## src/rtl/trace_pkg.sv

```systemverilog
// Shared types for the retirement trace monitor: FSM states, record layout and default widths.
package trace_pkg;
    localparam int DATA_W_DEF = 16;
    localparam int REG_W_DEF  = 4;
    localparam int CNT_W_DEF  = 32;
    localparam int OPC_W      = 4;
    localparam int NUM_OPC    = 1 << OPC_W;

    typedef enum logic [1:0] {
        IDLE    = 2'd0,
        RUN     = 2'd1,
        HALTED  = 2'd2,
        TIMEOUT = 2'd3
    } monState_t;

    // Field order matches the flat tr_data word, MSB first.
    typedef struct packed {
        logic                  halt;
        logic                  memWe;
        logic                  memRe;
        logic                  wbWe;
        logic [REG_W_DEF-1:0]  wbReg;
        logic [DATA_W_DEF-1:0] wbData;
        logic [DATA_W_DEF-1:0] memAddr;
        logic [DATA_W_DEF-1:0] memWdata;
        logic [DATA_W_DEF-1:0] memRdata;
    } trace_rec_t;
endpackage

```

## src/rtl/retire_trace_monitor_if.sv

```systemverilog
// Tap, status and trace-port bundle between the CPU side (master) and the retirement monitor (slave).
interface retire_trace_monitor_if #(
    parameter int DATA_W = 16,
    parameter int REG_W  = 4,
    parameter int CNT_W  = 32
);
    logic                        run_en, wb_we, mem_re, mem_we, halt;
    logic [REG_W-1:0]            wb_reg;
    logic [DATA_W-1:0]           wb_data, wb_inst, mem_addr, mem_wdata, mem_rdata;
    logic [CNT_W-1:0]            cycle_count, inst_count, drop_count, hist_data;
    logic [1:0]                  state;
    logic                        overflow;
    logic [3:0]                  hist_sel;
    logic                        tr_valid, tr_ready;
    logic [4+REG_W+4*DATA_W-1:0] tr_data;

    modport master (
        output run_en, wb_we, mem_re, mem_we, halt, wb_reg, wb_data, wb_inst,
               mem_addr, mem_wdata, mem_rdata, hist_sel, tr_ready,
        input  cycle_count, inst_count, drop_count, hist_data, state, overflow,
               tr_valid, tr_data
    );

    modport slave (
        input  run_en, wb_we, mem_re, mem_we, halt, wb_reg, wb_data, wb_inst,
               mem_addr, mem_wdata, mem_rdata, hist_sel, tr_ready,
        output cycle_count, inst_count, drop_count, hist_data, state, overflow,
               tr_valid, tr_data
    );
endinterface

```

## src/rtl/sync_fifo.sv

```systemverilog
// Synchronous FIFO with wrap-bit pointers; a write appears on rdVld the next cycle (no bypass).
// Backpressure: a write at full is refused unless a read in the same cycle frees the head slot.
module sync_fifo #(
    parameter int WIDTH = 8,
    parameter int DEPTH = 16
) (
    input  logic             clk,
    input  logic             rst,
    input  logic             wrVld,
    input  logic [WIDTH-1:0] wrDat,
    output logic             full,
    output logic             empty,
    output logic             rdVld,
    input  logic             rdRdy,
    output logic [WIDTH-1:0] rdDat
);
    localparam int AW = $clog2(DEPTH);
    localparam logic [AW:0] PTR_ONE = 1;

    logic [AW:0]      wrPtr, rdPtr;
    logic [WIDTH-1:0] mem [DEPTH];
    logic             doRd, doWr;

    assign empty = (wrPtr == rdPtr);
    assign full  = (wrPtr[AW] != rdPtr[AW]) && (wrPtr[AW-1:0] == rdPtr[AW-1:0]);
    assign rdVld = !empty;
    assign rdDat = mem[rdPtr[AW-1:0]];
    assign doRd  = rdVld && rdRdy;
    assign doWr  = wrVld && (!full || doRd);

    always_ff @(posedge clk) begin
        if (rst) begin
            wrPtr <= '0;
            rdPtr <= '0;
        end else begin
            if (doWr) wrPtr <= wrPtr + PTR_ONE;
            if (doRd) rdPtr <= rdPtr + PTR_ONE;
        end
    end

    always_ff @(posedge clk) begin
        if (doWr) mem[wrPtr[AW-1:0]] <= wrDat;
    end
endmodule

```

## src/rtl/retire_trace_monitor.sv

```systemverilog
// Retirement monitor: run FSM, saturating cycle/instruction/drop counters, opcode histogram, trace FIFO.
// Latency: counters/state next cycle, trace record valid the cycle after its event; backpressure drops records at full.
module retire_trace_monitor
    import trace_pkg::*;
#(
    parameter int DATA_W      = 16,
    parameter int REG_W       = 4,
    parameter int CNT_W       = 32,
    parameter int TRACE_DEPTH = 16,
    parameter int MAX_CYCLES  = 100000
) (
    input  logic                  clk,
    input  logic                  rst,
    retire_trace_monitor_if.slave mon
);
    localparam int               REC_W      = 4 + REG_W + 4 * DATA_W;
    localparam logic [CNT_W-1:0] CNT_ONE    = 1;
    localparam logic [CNT_W-1:0] LAST_CYCLE = CNT_W'(MAX_CYCLES - 1);

    monState_t        stateQ, stateD;
    logic             live, active, retire, atLimit, pop, drop;
    logic             fifoFull, fifoEmpty, fifoVld;
    logic [REC_W-1:0] rec, fifoDat;
    logic [CNT_W-1:0] cycleCnt, instCnt, dropCnt, histData;
    logic [CNT_W-1:0] hist [NUM_OPC];
    logic             overflowQ;
    logic [OPC_W-1:0] opc;
    logic             unusedInstBits;

    assign opc            = mon.wb_inst[DATA_W-1 -: OPC_W];
    assign unusedInstBits = &{1'b0, mon.wb_inst[DATA_W-OPC_W-1:0]};

    always_ff @(posedge clk) begin
        if (rst) stateQ <= IDLE;
        else     stateQ <= stateD;
    end

    // The IDLE->RUN transition cycle already counts and logs, so a CPU that
    // retires on its first cycle is not missed.
    always_comb begin
        stateD  = stateQ;
        live    = (stateQ == RUN) || (stateQ == IDLE && mon.run_en);
        active  = live && (mon.wb_we || mon.mem_re || mon.mem_we || mon.halt);
        retire  = active && (mon.halt || mon.wb_we || mon.mem_we);
        atLimit = (cycleCnt == LAST_CYCLE);
        if (live) begin
            if (mon.halt)        stateD = HALTED;
            else if (atLimit)    stateD = TIMEOUT;
            else if (mon.run_en) stateD = RUN;
            else                 stateD = IDLE;
        end
    end

    assign rec  = {mon.halt, mon.mem_we, mon.mem_re, mon.wb_we, mon.wb_reg,
                   mon.wb_data, mon.mem_addr, mon.mem_wdata, mon.mem_rdata};
    assign pop  = !fifoEmpty && mon.tr_ready;
    assign drop = active && fifoFull && !pop;

    always_ff @(posedge clk) begin
        if (rst) begin
            cycleCnt  <= '0;
            instCnt   <= '0;
            dropCnt   <= '0;
            overflowQ <= 1'b0;
            histData  <= '0;
            for (int i = 0; i < NUM_OPC; i++) hist[i] <= '0;
        end else begin
            // Count freezes one short of the limit; that cycle trips the timeout instead.
            if (live && !atLimit && cycleCnt != '1) cycleCnt <= cycleCnt + CNT_ONE;
            if (retire && instCnt != '1)            instCnt  <= instCnt + CNT_ONE;
            if (retire && hist[opc] != '1)          hist[opc] <= hist[opc] + CNT_ONE;
            if (drop) begin
                overflowQ <= 1'b1;
                if (dropCnt != '1) dropCnt <= dropCnt + CNT_ONE;
            end
            histData <= hist[mon.hist_sel];
        end
    end

    sync_fifo #(.WIDTH(REC_W), .DEPTH(TRACE_DEPTH)) traceFifo (
        .clk   (clk),
        .rst   (rst),
        .wrVld (active),
        .wrDat (rec),
        .full  (fifoFull),
        .empty (fifoEmpty),
        .rdVld (fifoVld),
        .rdRdy (mon.tr_ready),
        .rdDat (fifoDat)
    );

    assign mon.cycle_count = cycleCnt;
    assign mon.inst_count  = instCnt;
    assign mon.drop_count  = dropCnt;
    assign mon.state       = stateQ;
    assign mon.overflow    = overflowQ;
    assign mon.hist_data   = histData;
    assign mon.tr_valid    = fifoVld;
    assign mon.tr_data     = fifoDat;
endmodule

```

## src/flat_wrapper.sv

```systemverilog
// flat-port wrapper written by rule: the top's interface ports become plain ports
module retire_trace_monitor_flat import trace_pkg::*;
#(
    parameter int DATA_W      = 16,
    parameter int REG_W       = 4,
    parameter int CNT_W       = 32,
    parameter int TRACE_DEPTH = 16,
    parameter int MAX_CYCLES  = 100000
)
  (clk, rst, mon_run_en, mon_wb_we, mon_mem_re, mon_mem_we, mon_halt, mon_wb_reg, mon_wb_data, mon_wb_inst, mon_mem_addr, mon_mem_wdata, mon_mem_rdata, mon_hist_sel, mon_tr_ready, mon_cycle_count, mon_inst_count, mon_drop_count, mon_hist_data, mon_state, mon_overflow, mon_tr_valid, mon_tr_data);
  retire_trace_monitor_if #(.DATA_W(DATA_W), .REG_W(REG_W), .CNT_W(CNT_W)) mon_i ();
  input  logic clk;
  input  logic rst;
  input wire logic [$bits(mon_i.run_en)-1:0] mon_run_en;
  input wire logic [$bits(mon_i.wb_we)-1:0] mon_wb_we;
  input wire logic [$bits(mon_i.mem_re)-1:0] mon_mem_re;
  input wire logic [$bits(mon_i.mem_we)-1:0] mon_mem_we;
  input wire logic [$bits(mon_i.halt)-1:0] mon_halt;
  input wire logic [$bits(mon_i.wb_reg)-1:0] mon_wb_reg;
  input wire logic [$bits(mon_i.wb_data)-1:0] mon_wb_data;
  input wire logic [$bits(mon_i.wb_inst)-1:0] mon_wb_inst;
  input wire logic [$bits(mon_i.mem_addr)-1:0] mon_mem_addr;
  input wire logic [$bits(mon_i.mem_wdata)-1:0] mon_mem_wdata;
  input wire logic [$bits(mon_i.mem_rdata)-1:0] mon_mem_rdata;
  input wire logic [$bits(mon_i.hist_sel)-1:0] mon_hist_sel;
  input wire logic [$bits(mon_i.tr_ready)-1:0] mon_tr_ready;
  output wire logic [$bits(mon_i.cycle_count)-1:0] mon_cycle_count;
  output wire logic [$bits(mon_i.inst_count)-1:0] mon_inst_count;
  output wire logic [$bits(mon_i.drop_count)-1:0] mon_drop_count;
  output wire logic [$bits(mon_i.hist_data)-1:0] mon_hist_data;
  output wire logic [$bits(mon_i.state)-1:0] mon_state;
  output wire logic [$bits(mon_i.overflow)-1:0] mon_overflow;
  output wire logic [$bits(mon_i.tr_valid)-1:0] mon_tr_valid;
  output wire logic [$bits(mon_i.tr_data)-1:0] mon_tr_data;
  assign mon_i.run_en = mon_run_en;
  assign mon_i.wb_we = mon_wb_we;
  assign mon_i.mem_re = mon_mem_re;
  assign mon_i.mem_we = mon_mem_we;
  assign mon_i.halt = mon_halt;
  assign mon_i.wb_reg = mon_wb_reg;
  assign mon_i.wb_data = mon_wb_data;
  assign mon_i.wb_inst = mon_wb_inst;
  assign mon_i.mem_addr = mon_mem_addr;
  assign mon_i.mem_wdata = mon_mem_wdata;
  assign mon_i.mem_rdata = mon_mem_rdata;
  assign mon_i.hist_sel = mon_hist_sel;
  assign mon_i.tr_ready = mon_tr_ready;
  assign mon_cycle_count = mon_i.cycle_count;
  assign mon_inst_count = mon_i.inst_count;
  assign mon_drop_count = mon_i.drop_count;
  assign mon_hist_data = mon_i.hist_data;
  assign mon_state = mon_i.state;
  assign mon_overflow = mon_i.overflow;
  assign mon_tr_valid = mon_i.tr_valid;
  assign mon_tr_data = mon_i.tr_data;
  retire_trace_monitor #(.DATA_W(DATA_W), .REG_W(REG_W), .CNT_W(CNT_W), .TRACE_DEPTH(TRACE_DEPTH), .MAX_CYCLES(MAX_CYCLES)) u_core (.clk(clk), .rst(rst), .mon(mon_i));
endmodule
```

## config.mk

```make
export PLATFORM = sky130hd
export DESIGN_NAME = retire_trace_monitor_flat
export DESIGN_NICKNAME = d
export VERILOG_FILES = /design/src/rtl/trace_pkg.sv /design/src/rtl/retire_trace_monitor_if.sv /design/src/rtl/sync_fifo.sv /design/src/rtl/retire_trace_monitor.sv /design/src/flat_wrapper.sv
export SDC_FILE = /design/constraint.sdc
export NUM_CORES = 2
export LEC_CHECK = 0
export CAP_MARGIN = 10
export CORE_UTILIZATION = 50
export CTS_CLUSTER_SIZE = 12
export DETAILED_ROUTE_END_ITERATION = 10
export PLACE_DENSITY = 0.67
export SKIP_LAST_GASP = 1
export SLEW_MARGIN = 10
export SYNTH_ARGS = -nofsm -noshare
export SYNTH_HDL_FRONTEND = slang
export SYNTH_SLANG_ARGS = --single-unit
```

## constraint.sdc

```tcl
create_clock -name clk -period 9.8 [get_ports clk]
set_input_delay 1.96 -clock clk [delete_from_list [all_inputs] [get_ports clk]]
set_output_delay 1.96 -clock clk [all_outputs]
set_load 0.05 [all_outputs]
```

==> results_dict.tcl <==
set metrics [dict create \
    grt_overflow 0 \
    tightest_slew_ns 1.187 \
    r2r-end "u_core.hist[1][22]" \
    rsz0062_at_grt "no" \
    hold_path.class "flip-flop to flip-flop" \
    r2r_start "u_core.hist[3][0]" \
    finalSetupTns_ns 0 \
    slew_headroom 0.2060 \
    synth_edf_count 1664 \
    die_h_um 390.7 \
    grt_max_degree 158 \
    clock.fmax_ghz 0.1406 \
    fill_cells 11213 \
    r2r_cells 11 \
    vias_per_cell 6.156 \
    antenna_left 0 \
    cellPowerDensity_mw_per_mm2 206.2 \
    clockBufferDepth 3 \
    wl_per_cell_um 28.94 \
    die_w_um 390.7 \
    rows 142 \
    fin_crit_sh 0.7259 \
    hpwlAfterDp_um 95240 \
    yosys_warnings 0 \
    cts_tree "done" \
    hold_viol 0 \
    area_delta_synth_final_pct 14.17 \
    portBuffers 287 \
    p_sw_frac 0.2489 \
    power.internal_w 0.01336 \
    cts_resized 0 \
    worstPathMaxFanout 33 \
    synth_ff_type "edfxtp_1" \
    drtPass1Iterations 6 \
    met3_length_um 17100 \
    worstHoldStart "u_core.mon.overflow" \
    finish.utilization 0.5751 \
    grt_pass1_vias 40177 \
    io_pins 300 \
    worst-setup-path-type "input pin to flip-flop" \
    ys_seq_area_frac 0.7000 \
    dieArea_mm2 0.1526 \
    numClockSinks 1809 \
    hold_end "u_core.mon.overflow" \
    drc 0 \
    avgSynthCellArea_um2 19.04 \
    arrival_ns 7.59 \
    grtUsageTotal 0.2439 \
    wl_um 185500 \
    synth-async-reset-ratio 0 \
    whs_ns 0.4576 \
    cts_root_buf "clkbuf_16" \
    path_clk_slew_ns 0.06 \
    wl_met2_um 89230 \
    grt_first_pass_wirelength_um 268100 \
    p_seq_frac 0.489 \
    ys_seq_elements 1809 \
    antenna_found_initial 16 \
    start_util 0.5037 \
    final_cells 6410 \
    netlist_instances 3967 \
    syn_nets 4072 \
    status "complete, no violations" \
    maxSlewViolCount 0 \
    clk_latency_ns 0.84 \
    synth_area_mm2 0.07553 \
    fin_nets 4379 \
    start_kind "input pin" \
    vias 39461 \
    layout-drive-gt1-share 0.2457 \
    dp_cells 6103 \
    r2r_setup_slack_ns 4.93 \
    yosysUniqueCellTypes 53 \
    leakagePower_nw 27.00 \
    met1_length_um 74400 \
    top_layer "met5" \
    whs_path_depth 2 \
    cts_setup_buffers 0 \
    ir_drop_mv 0.1823 \
    clock_skew_ns 0.06922 \
    power.total_w 0.01778 \
    h-tree-depth 4 \
    gp_congestion 0.7842 \
    core_area_mm2 0.1500 \
    drt_iter0_drc 4286 \
    cts_hold_buf 0 \
    switching_power_w 0.004426 \
    cts_buffers 185 \
    pwr-share-clk 0.371 \
    p_comb_frac 0.140 \
    drv_cap 0 \
    fin_crit_ns 7.114 \
    endpoint_kind "flip-flop" \
    setup_viol 0 \
    cp.required_ns 10.27 \
]
-- logic make-up (layout without fill, tap and decap cells) --
| kind of cell | after synthesis | in the layout | synth area share |
|---|---|---|---|
| simple gates | 991 | 991 | 0.05893 |
| mux | 663 | 663 | 0.1970 |
| buf+inv | 283 | 708 | 0.01923 |
| compound gates | 92 | 92 | 0.008101 |
| fa+ha+maj | 9 | 9 | 0.001491 |
| other cells | 0 | 2 | 0 |
| flops | 1809 | 1809 | 0.7000 |
| xor+xnor | 120 | 120 | 0.01521 |
-- metrics by stage --
stage / setup WS, ns / instance area, um2
finish: 2.686 / 86230
global route: 2.469 / 86230
CTS: 2.816 / 86180
detailed placement: 1.995 / 80560
global placement: 2.054 / 80560
floorplan: 1.388 / 75530
-- power groups by stage --
stage                     clock (W)  sequential, W  combinational [W]
after CTS                   0.00672        0.00870            0.00251
after detailed placement          0        0.00887            0.00250
final                       0.00660        0.00870            0.00248
after global placement            0        0.00885            0.00249
after global routing        0.00700        0.00872            0.00262
after floorplan                   0        0.00886            0.00176
-- worst max-delay path, stage by stage --
cell and delay (ns):
clkdlybuf4s50_1 0.92, buf_4 0.46, nor2_2 0.49, buf_4 0.41, a22oi_1 0.19, nand2_1 0.21
nand3_1 0.26, nor3b_4 0.54, nand4b_4 0.44, nand3b_4 0.76, nand2b_2 0.43, buf_4 0.43
-- cell type report --
| class | instances | area, um2 | share of cell area |
|---|---|---|---|
| repair buffers | 385 | 3672 | 0.04259 |
| diodes | 2 | 5.005 | 0.00005804 |
| clock buffers | 240 | 4870 | 0.05647 |
| well taps | 2016 | 2522 | 0.02925 |
| multi-input cells | 1875 | 21460 | 0.2489 |
| flip-flops and latches | 1809 | 52890 | 0.6133 |
| inverters | 18 | 67.56 | 0.0007835 |
| clock inverters | 65 | 749.5 | 0.008691 |
-- metal layers --
layer  up-vias  GRT usage
li1      16539          -
met1     20815     0.3410
met2      1763     0.3860
met3       322    0.05638
met4        22    0.06995
met5         -          0
-- registers in the layout (all words and copies together) (netlist names), named ones only --
signal	count
u_core.traceFifo.wrPtr	5
u_core.mon.cycle_count	32
u_core.mon.overflow	1
u_core.traceFifo.mem	1152
u_core.mon.hist_data	32
u_core.traceFifo.rdPtr	5
u_core.hist	512
u_core.mon.inst_count	32
u_core.mon.drop_count	32
u_core.mon.state	2
-- worst max path at each step --
stage               slack, ns             from  depth (start not counted)                          to
floorplan                1.39       mon_run_en                          5  u_core.traceFifo.mem[3][0]
global placement         2.05  mon_wb_inst[14]                         12          u_core.hist[1][25]
detailed placement       1.99  mon_wb_inst[14]                         12          u_core.hist[1][25]
CTS                      2.82  mon_wb_inst[14]                         12          u_core.hist[1][20]
global route             2.47  mon_wb_inst[14]                         13          u_core.hist[1][22]
finish                   2.69  mon_wb_inst[14]                         12          u_core.hist[1][22]
-- synthesized netlist by cell type, drive strengths merged, types with 12 or more instances --
| cell type | instances | area, um2 |
|---|---|---|
| edfxtp | 1664 | 49970 |
| mux4 | 659 | 14840 |
| nor2 | 641 | 2406 |
| buf | 150 | 953.4 |
| dfxtp | 145 | 2903 |
| clkbuf | 115 | 431.7 |
| nand2 | 92 | 365.4 |
| xor2 | 79 | 789.5 |
| nand3 | 48 | 240.2 |
| nand4 | 43 | 269.0 |
| xnor2 | 41 | 359.1 |
| a22oi | 40 | 300.3 |
| nor2b | 35 | 219.0 |
| nor4 | 26 | 175.2 |
| nand2b | 23 | 143.9 |
| a21oi | 21 | 105.1 |
| inv | 18 | 67.56 |
| nor3 | 18 | 101.4 |
| or3 | 18 | 112.6 |
| o21ai | 16 | 80.08 |
| and4 | 12 | 105.1 |
-- cell usage in the layout (no fill, tap or decap), drive strengths merged, types with 16 or more instances in the layout --
cell | synthesis | routed
dfxtp | 145 | 145
clkbuf | 115 | 242
edfxtp | 1664 | 1664
nand2b | 23 | 23
inv | 18 | 24
nand2 | 92 | 92
o21ai | 16 | 16
clkinv | 0 | 52
a22oi | 40 | 40
or3 | 18 | 18
a21oi | 21 | 21
nand4 | 43 | 43
buf | 150 | 103
nor4 | 26 | 26
nor2 | 641 | 641
nand3 | 48 | 48
xor2 | 79 | 79
clkdlybuf4s50 | 0 | 280
xnor2 | 41 | 41
nor3 | 18 | 18
nor2b | 35 | 35
mux4 | 659 | 659
Note: power is estimated with default switching activity, not from simulation.
